[config.mk]
export PLATFORM = sky130hd
export DESIGN_NAME = rx_link_ctrl
export DESIGN_NICKNAME = d
export VERILOG_FILES = /design/src/rtl/rx_ctrl_pkg.sv /design/src/rtl/rx_frame_window.sv /design/src/rtl/rx_link_ctrl.sv
export SDC_FILE = /design/constraint.sdc
export NUM_CORES = 1
export LEC_CHECK = 0
export CORE_MARGIN = 2
export CORE_UTILIZATION = 45
export CTS_BUF_LIST = sky130_fd_sc_hd__clkbuf_8
export DETAILED_ROUTE_END_ITERATION = 6
export HOLD_SLACK_MARGIN = 0.08
export PLACE_DENSITY = 0.7
export SLEW_MARGIN = 20
export SYNTH_ARGS = -nofsm -noshare
export SYNTH_HDL_FRONTEND = slang
export SYNTH_SLANG_ARGS = --single-unit
[constraint.sdc]
create_clock -name clk -period 3.3 [get_ports clk]
set_input_delay 0.495 -clock clk [delete_from_list [all_inputs] [get_ports clk]]
set_output_delay 0.495 -clock clk [all_outputs]
set_load 0.02 [all_outputs]
[src/rtl/rx_ctrl_pkg.sv]
// Shared types and constants for the RX link supervisor.
//   rx_state_e     : supervisor state, encoded as the frsync_ctrl value driven to the PHY
//   ThrStepDefault : default threshold decrement per search timeout
//   ThrMinDefault  : default lower bound of the correlator threshold
//   TimeoutW       : width of the timeout budget and cycle timer
//   thr_step_down  : clamped threshold decrement helper
package rx_ctrl_pkg;

  typedef enum logic [1:0] {
    StIdle   = 2'b00,
    StSearch = 2'b01,
    StTrack  = 2'b10,
    StLocked = 2'b11
  } rx_state_e;

  localparam logic [23:0] ThrStepDefault = 24'h000400;
  localparam logic [23:0] ThrMinDefault  = 24'h001000;
  localparam int unsigned TimeoutW       = 20;

  // 25-bit subtraction so an underflow shows up in the borrow bit before clamping.
  function automatic logic [23:0] thr_step_down(input logic [23:0] thr,
                                                input logic [23:0] step,
                                                input logic [23:0] thr_min);
    logic [24:0] diff;
    diff = {1'b0, thr} - {1'b0, step};
    if (diff[24] || (diff[23:0] < thr_min)) begin
      return thr_min;
    end
    return diff[23:0];
  endfunction

endpackage

[src/rtl/rx_frame_window.sv]
// LOCKED-state frame/error window.
//   clk_i      : clock
//   rst_i      : asynchronous active-high reset
//   active_i   : supervisor is in LOCKED; counters are held at zero otherwise
//   frame_i    : a frame verdict (ok or err) arrived this cycle
//   err_i      : the verdict is a CRC failure
//   err_trip_o : this error brings the window's error count to ERR_THR
module rx_frame_window #(
  parameter int unsigned WIN     = 64,
  parameter int unsigned ERR_THR = 4
) (
  input  logic clk_i,
  input  logic rst_i,
  input  logic active_i,
  input  logic frame_i,
  input  logic err_i,
  output logic err_trip_o
);

  localparam int unsigned FrmW = $clog2(WIN + 1);
  localparam int unsigned ErrW = $clog2(ERR_THR + 1);

  logic [FrmW-1:0] frame_cnt_q;
  logic [ErrW-1:0] err_cnt_q;
  logic            win_end;

  assign err_trip_o = active_i & frame_i & err_i & (err_cnt_q == ErrW'(ERR_THR - 1));
  assign win_end    = (frame_cnt_q == FrmW'(WIN - 1));

  always_ff @(posedge clk_i or posedge rst_i) begin
    if (rst_i) begin
      frame_cnt_q <= '0;
      err_cnt_q   <= '0;
    end else if (!active_i || (frame_i && (err_trip_o || win_end))) begin
      // The trip check comes first, so a trip on the window's last frame still drops lock.
      frame_cnt_q <= '0;
      err_cnt_q   <= '0;
    end else if (frame_i) begin
      frame_cnt_q <= frame_cnt_q + FrmW'(1);
      if (err_i) begin
        err_cnt_q <= err_cnt_q + ErrW'(1);
      end
    end
  end

endmodule

[src/rtl/rx_link_ctrl.sv]
// RX acquisition/tracking supervisor: sequences frame-sync mode and correlator threshold.
//   clk, rst        : clock, asynchronous active-high reset
//   en              : receiver enable; low forces IDLE
//   thr_init        : starting threshold, sampled on IDLE->SEARCH
//   timeout         : cycle budget for search and frame starvation (0 acts as 1)
//   corr_pr_detect  : preamble-detect pulse
//   frame_ok/err    : CRC verdict pulses
//   thr_lvl         : threshold to PHY
//   frsync_ctrl     : 00 IDLE, 01 SEARCH, 10 TRACK, 11 LOCKED
//   resync          : one-cycle pulse on each fallback to SEARCH from TRACK/LOCKED
//   link_up         : high in LOCKED
//   n_resync        : saturating resync count
module rx_link_ctrl
  import rx_ctrl_pkg::*;
#(
  parameter logic [23:0] THR_STEP = ThrStepDefault,
  parameter logic [23:0] THR_MIN  = ThrMinDefault,
  parameter int unsigned N_LOCK   = 4,
  parameter int unsigned WIN      = 64,
  parameter int unsigned ERR_THR  = 4
) (
  input  logic                clk,
  input  logic                rst,
  input  logic                en,
  input  logic [23:0]         thr_init,
  input  logic [TimeoutW-1:0] timeout,
  input  logic                corr_pr_detect,
  input  logic                frame_ok,
  input  logic                frame_err,
  output logic [23:0]         thr_lvl,
  output logic [1:0]          frsync_ctrl,
  output logic                resync,
  output logic                link_up,
  output logic [15:0]         n_resync
);

  localparam int unsigned GoodW = $clog2(N_LOCK + 1);

  rx_state_e           state_q;
  logic [TimeoutW-1:0] timer_q;
  logic [TimeoutW-1:0] timeout_eff;
  logic [23:0]         thr_base_q;
  logic [GoodW-1:0]    good_q;
  logic                timer_hit;
  logic                frame_any;
  logic                err_trip;
  logic                lose_track;
  logic                lose_lock;

  assign timeout_eff = (timeout == '0) ? TimeoutW'(1) : timeout;
  assign timer_hit   = (timer_q == (timeout_eff - TimeoutW'(1)));
  // A simultaneous ok+err counts as a single error.
  assign frame_any   = frame_ok | frame_err;

  // A frame in TRACK clears the timer, so it takes priority over starvation.
  assign lose_track = en && (state_q == StTrack) && (frame_err || (!frame_ok && timer_hit));
  assign lose_lock  = en && (state_q == StLocked) && (err_trip || (!frame_any && timer_hit));

  rx_frame_window #(
    .WIN     (WIN),
    .ERR_THR (ERR_THR)
  ) u_window (
    .clk_i      (clk),
    .rst_i      (rst),
    .active_i   (en && (state_q == StLocked)),
    .frame_i    (frame_any),
    .err_i      (frame_err),
    .err_trip_o (err_trip)
  );

  assign frsync_ctrl = state_q;

  always_ff @(posedge clk or posedge rst) begin
    if (rst) begin
      state_q    <= StIdle;
      timer_q    <= '0;
      good_q     <= '0;
      thr_lvl    <= '0;
      thr_base_q <= '0;
      resync     <= 1'b0;
      link_up    <= 1'b0;
      n_resync   <= '0;
    end else begin
      resync <= lose_track | lose_lock;
      if ((lose_track || lose_lock) && (n_resync != 16'hFFFF)) begin
        n_resync <= n_resync + 16'd1;
      end

      if (!en) begin
        state_q <= StIdle;
        timer_q <= '0;
        good_q  <= '0;
        link_up <= 1'b0;
      end else begin
        unique case (state_q)
          StIdle: begin
            state_q    <= StSearch;
            thr_lvl    <= thr_init;
            thr_base_q <= thr_init;
            timer_q    <= '0;
          end
          StSearch: begin
            if (corr_pr_detect) begin
              state_q <= StTrack;
              timer_q <= '0;
              good_q  <= '0;
            end else if (timer_hit) begin
              timer_q <= '0;
              thr_lvl <= thr_step_down(thr_lvl, THR_STEP, THR_MIN);
            end else begin
              timer_q <= timer_q + TimeoutW'(1);
            end
          end
          StTrack: begin
            if (lose_track) begin
              state_q <= StSearch;
              timer_q <= '0;
            end else if (frame_ok) begin
              timer_q <= '0;
              if (good_q == GoodW'(N_LOCK - 1)) begin
                state_q <= StLocked;
                link_up <= 1'b1;
              end else begin
                good_q <= good_q + GoodW'(1);
              end
            end else begin
              timer_q <= timer_q + TimeoutW'(1);
            end
          end
          StLocked: begin
            if (lose_lock) begin
              state_q <= StSearch;
              timer_q <= '0;
              thr_lvl <= thr_base_q;
              link_up <= 1'b0;
            end else if (frame_any) begin
              timer_q <= '0;
            end else begin
              timer_q <= timer_q + TimeoutW'(1);
            end
          end
          default: state_q <= StIdle;
        endcase
      end
    end
  end

endmodule

# == Word-level counts from Yosys, hierarchy flattened ==
# Cells that the tools add are included.
# totals
out_inout_bits,44
register_bits,101
# op_classes
magnitude_cmp,1
reduce_logical,28
n_bitwise,5
add_sub_neg,7
eq_ne,21
muxes,44
# ops
operator,n
$mux W20,8
$mux W24,5
$pmux W20 S4,1
$pmux W24 S3,1
$sub A24 B11 Y25 const B,1
$lt A24 B13 Y1 const B,1
$mux W3,8
$add A20 B1 Y20 const B,1
$eq A20 B20 Y1,1
$logic_not A20 Y1,1
$sub A20 B1 Y20 const B,1
$add A16 B1 Y16 const B,1
$ne A16 B16 Y1 const B,1
$ne A3 B3 Y1 const B,5
$reduce_and A5 Y1,3
$mux W7,2
$mux W2,6
$mux W1,10
$logic_and A1 B1 Y1,8
$pmux W2 S4,1
$add A7 B1 Y7 const B,1
$eq A7 B6 Y1 const B,1
$add A3 B1 Y3 const B,2
$eq A3 B2 Y1 const B,2
18 further kinds,34

# == Logic depth before layout (Yosys ltp) ==
# depth
word_depth,12
mapped_depth,16

# == Modules after synthesis ==
# From an unflattened synthesis, not the netlist that was laid out.
# unflattened
hier_cells,653
hier_area_um2,6164.7
# modules_own_cells
mod,cells_per_inst,area_each_um2,instances
rx_link_ctrl,592,5579.1,1
rx_frame_window,61,585.6,1

# == Worst setup path before layout ==
# OpenSTA, ideal clock, no wires.
# synth_timing
path_type,input to register
startpoint,input timeout[2]
endpoint,register n_resync[1]
required_time_ns,3.175
arrival_time_ns,3.686
path_stages,14
slack_ns,-0.511
path_cell_list,buf_2 -> or4_1 -> clkbuf_1 -> nor2_1 -> a21oi_1 -> ha_1 -> or4b_1 -> nor4_4 -> mux2i_1 -> or4_4 -> nor4_4 -> a21oi_2 -> or2_4 -> mux2_4
# synth_between
elab_chain_len,9
elab_cells_between_ends,12
classes_between,add/sub (1); eq/ne (1); mux (1); reduce/logical (9)
# synth_lines
item,line,source
"start, declared",rx_link_ctrl.sv:26,"input logic [TimeoutW-1:0] timeout,"
$logic_not A20 Y1,rx_link_ctrl.sv:50,assign timeout_eff = (timeout == '0) ? TimeoutW'(1) : timeout;
$mux W20 *,rx_link_ctrl.sv:50,
$sub A20 B1 Y20 *,rx_link_ctrl.sv:51,assign timer_hit = (timer_q == (timeout_eff - TimeoutW'(1)));
$eq A20 B20 Y1 *,rx_link_ctrl.sv:51,
$logic_and A1 B1 Y1 (on tied branches),"rx_link_ctrl.sv:56, rx_link_ctrl.sv:57",
$logic_or A1 B1 Y1 (on tied branches),"rx_link_ctrl.sv:56, rx_link_ctrl.sv:57",
$logic_and A1 B1 Y1 (on tied branches),"rx_link_ctrl.sv:56, rx_link_ctrl.sv:57",
$logic_or A1 B1 Y1 *,rx_link_ctrl.sv:85,if ((lose_track || lose_lock) && (n_resync != 16'hFFFF)) begin
$logic_and A1 B1 Y1 *,rx_link_ctrl.sv:85,
"end signal, assigned",rx_link_ctrl.sv:86,n_resync <= n_resync + 16'd1;
"end, declared",rx_link_ctrl.sv:34,output logic [15:0] n_resync
# Mark *: on every way between the ends. The rest lies on a longest branch, timed or not.
# A chain may end at the register's enable or synchronous reset.

# == Final worst setup path ==
# layout_timing
startpoint,input timeout[1]
endpoint,register thr_lvl[7]
# layout_between
elab_chain_len,9
elab_cells_between_ends,10
classes_between,add/sub (1); eq/ne (3); mux (1); reduce/logical (5)
# layout_lines
item,line,source
$logic_not A20 Y1,rx_link_ctrl.sv:50,
$mux W20 *,rx_link_ctrl.sv:50,
$sub A20 B1 Y20 *,rx_link_ctrl.sv:51,
$eq A20 B20 Y1 *,rx_link_ctrl.sv:51,
$logic_and A1 B1 Y1,rx_link_ctrl.sv:57,assign lose_lock = en && (state_q == StLocked) && (err_trip || (!frame_any && timer_hit));
$logic_or A1 B1 Y1,rx_link_ctrl.sv:57,
$logic_and A1 B1 Y1,rx_link_ctrl.sv:57,
$ne A2 B2 Y1 (no line),n/a,
$reduce_and A5 Y1 (no line) *,n/a,
"end signal, assigned",rx_link_ctrl.sv:98,thr_lvl <= thr_init;
"end signal, assigned",rx_link_ctrl.sv:109,"thr_lvl <= thr_step_down(thr_lvl, THR_STEP, THR_MIN);"
"end signal, assigned",rx_link_ctrl.sv:134,thr_lvl <= thr_base_q;
"end, declared",rx_link_ctrl.sv:30,"output logic [23:0] thr_lvl,"
# Marked as above.

==> results_dict.tcl <==
set metrics [dict create \
    status "complete, but fails checks" \
    violations "setup timing" \
    syn_area_mm2 0.00641 \
    synth-seq-area-share 0.394 \
    wl_per_cell_um 17.9 \
    die_y_um 123 \
    gp_congestion 0.919 \
    synth_ff_type "dfrtp_1" \
    slew_headroom 0.522 \
    final_common_cell "dfrtp_1" \
    synthAdderAreaFrac 0.0273 \
    cts_made_buffers 9 \
    leakagePower_nw 3.72 \
    async_flop_share 1.00 \
    drt-total-wl_um 17900 \
    post-route-min-period_ns 3.47 \
    hold_path_class "in -> async" \
    yosys_warnings 0 \
    grt_antenna_before_repair 0 \
    drive_above_1_share 0.283 \
    skew_ns 0.0155 \
    hold_buffers 0 \
    io-pin-count 94 \
    grt_util_all_layers 0.238 \
    grt_start_max_net_pins 45 \
    insertion_delay_ns 0.39 \
    cts.clk_slew.worst_paths_ns 0.10 \
    max_freq_mhz 288 \
    finalCritPeriodShare 1.05 \
    avgViaCountPerCell 5.94 \
    rsz0062_at_grt "yes" \
    start_util 0.462 \
    fillCellCount 1118 \
    synth_compound_area_frac 0.159 \
    final_net_count 883 \
    routed-via-count 5967 \
    tightestPinTransition_ns 0.711 \
    fin_ws_ns -0.168 \
    gr-total-overflow 0 \
    area_growth_pct 37.3 \
    worst_setup_path_start_kind "primary input" \
    grt_pass1_vias 5843 \
    syn_area_per_cell_um2 9.68 \
    cap_violations 0 \
    powerDensity_mw_per_mm2 474 \
    muxShareOfSynthArea 0.0756 \
    die-area_mm2 0.0152 \
    hold_viol_final 0 \
    dp_hpwl_um 12400 \
    synthXorXnorAreaFrac 0.0738 \
    worst_setup_path_end_kind "flop" \
    final_core_util 0.634 \
    fin_hold_ws_ns 0.505 \
    synthSimpleGateAreaFrac 0.231 \
    synth_fp_nets 726 \
    grt_pass1_wl_um 28700 \
    yosys.cell_types.count 78 \
    synthCells 662 \
    cts.sinks 101 \
    antenna-diode-count 0 \
    multi_input_area_mm2 0.00411 \
    antenna_left 0 \
    regArea_mm2 0.00253 \
    drt_iter0_markers 535 \
    path_class "in -> reg" \
    critPathRequiredTime_ns 3.58 \
    cts_root_buffer "clkbuf_8" \
    cp_data_arrival_time_ns 3.75 \
    final_cell_mix "dfrtp_1, buf_4, clkdlybuf4s50_1" \
    rows 43 \
    drt_pass1_iterations 5 \
    ir_drop_uv 431 \
    finalMaxSlewViolations 0 \
    htreeDepth 3 \
    io_buffers 93 \
    synth-edff-count 0 \
    critPathMaxFanout 5 \
    core_area_mm2 0.0139 \
    synth_top_family_by_area "simple AND/OR/NAND/NOR gates" \
    drc 0 \
    cts_buffer_depth 2 \
    die_w_um 123 \
    setup_viol 50 \
    cts_tree "yes" \
    yosys_register_bits 101 \
]
critical path: stages:
cell	delay, ns
buf_6	0.09
or4_4	0.55
nor2_4	0.12
a21oi_2	0.07
ha_2	0.19
buf_6	0.12
nor3b_4	0.14
xnor2_1	0.12
a2111oi_1	0.35
buf_4	0.18
nand4_1	0.14
nor4_4	0.31
buf_4	0.20
and2_4	0.19
a22oi_2	0.13
mux2_4	0.35
path summary, 6_finish.rpt:
kind,depth (start not counted),to,startpoint,slack (ns)
max in group asynchronous,3,thr_base_q[4]$_DFFE_PP0P_,rst,2.14
min,2,thr_base_q[22]$_DFFE_PP0P_,rst,0.50
max,16,thr_lvl[7]$_DFFE_PP0P_,timeout[1],-0.17
min reg2reg,1,n_resync[12]$_DFFE_PP0P_,n_resync[12]$_DFFE_PP0P_,0.50
max reg2reg,9,thr_lvl[7]$_DFFE_PP0P_,thr_lvl[11]$_DFFE_PP0P_,-0.02
min in group clk,1,n_resync[12]$_DFFE_PP0P_,n_resync[12]$_DFFE_PP0P_,0.51
cell usage after synthesis (7+ instances only):
library cell,n,share of area
nor3_1,17,0.013
nor3_2,9,0.014
xor2_1,28,0.038
nor3b_1,9,0.011
nand4_1,11,0.011
ha_1,14,0.027
nand2_1,47,0.028
nor2_1,68,0.040
dfrtp_1,101,0.39
o21ai_0,16,0.012
a21oi_1,19,0.015
and3_1,12,0.012
clkbuf_1,18,0.011
xnor2_1,26,0.036
nor4_1,12,0.012
a22o_1,13,0.018
o2bb2ai_2,7,0.016
mux2_2,29,0.051
inv_1,23,0.013
or3_1,7,0.0068
nand3_1,29,0.023
routing by layer:
| metal | track usage | share of wire | wire (um) | vias to the layer above |
|---|---|---|---|---|
| li1 | - | - | - | 2770 |
| met1 | 0.330 | 0.44 | 7950 | 2958 |
| met2 | 0.380 | 0.48 | 8570 | 213 |
| met3 | 0.0507 | 0.065 | 1170 | 26 |
| met4 | 0.0604 | 0.014 | 256 | 0 |
| met5 | 0 | 0 | 0 | - |
stage by stage:
| step | instance area, um^2 | setup slack [ns] | total power, mW | TNS, ns | std cells |
|---|---|---|---|---|---|
| after floorplan | 6540 | -0.271 | 2.54 | -9.06 | 662 |
| after global placement | 8080 | -0.923 | 3.16 | -49.81 | 976 |
| after detailed placement | 8080 | -1.00 | 3.20 | -55.28 | 976 |
| after CTS | 8550 | -0.0872 | 4.11 | -1.44 | 998 |
| after global routing | 8800 | -0.234 | 4.40 | -8.10 | 1004 |
| final | 8800 | -0.168 | 4.17 | -3.90 | 1004 |
power by group:
| group | total, mW | internal, mW | switching, mW |
|---|---|---|---|
| combinational | 1.63 | 0.830 | 0.798 |
| clock | 0.861 | 0.402 | 0.460 |
| sequential | 1.68 | 1.45 | 0.232 |
cell type report:
type                    count  area share
inverters                  23      0.0101
clock inverters             5     0.00753
well taps                 180      0.0256
repair buffers            176       0.186
clock buffers              11      0.0172
multi-input cells         508       0.467
flip-flops and latches    101       0.287
flip-flops by register name, indices dropped and copies added (netlist names), 2 cells and up:
name	count
frsync_ctrl	2
good_q	3
n_resync	16
thr_base_q	24
thr_lvl	24
timer_q	20
u_window.err_cnt_q	3
u_window.frame_cnt_q	7
cells by family after synthesis:
family	Yosys count
buf+inv	56
mux	43
flops	101
fa+ha+maj	14
compound gates	129
simple gates	265
xor+xnor	54
what timing repair did:
| item | CTS | global route |
|---|---|---|
| cloned | 2 | 2 |
| gates resized for setup | 134 | 31 |
| buffers inserted | 4 | 4 |
| pin swaps | 25 | 34 |
| endpoints found under the hold margin | 0 | 0 |
| endpoints found under the setup margin | 64 | 64 |
Note: power is estimated with default switching activity, not from simulation.
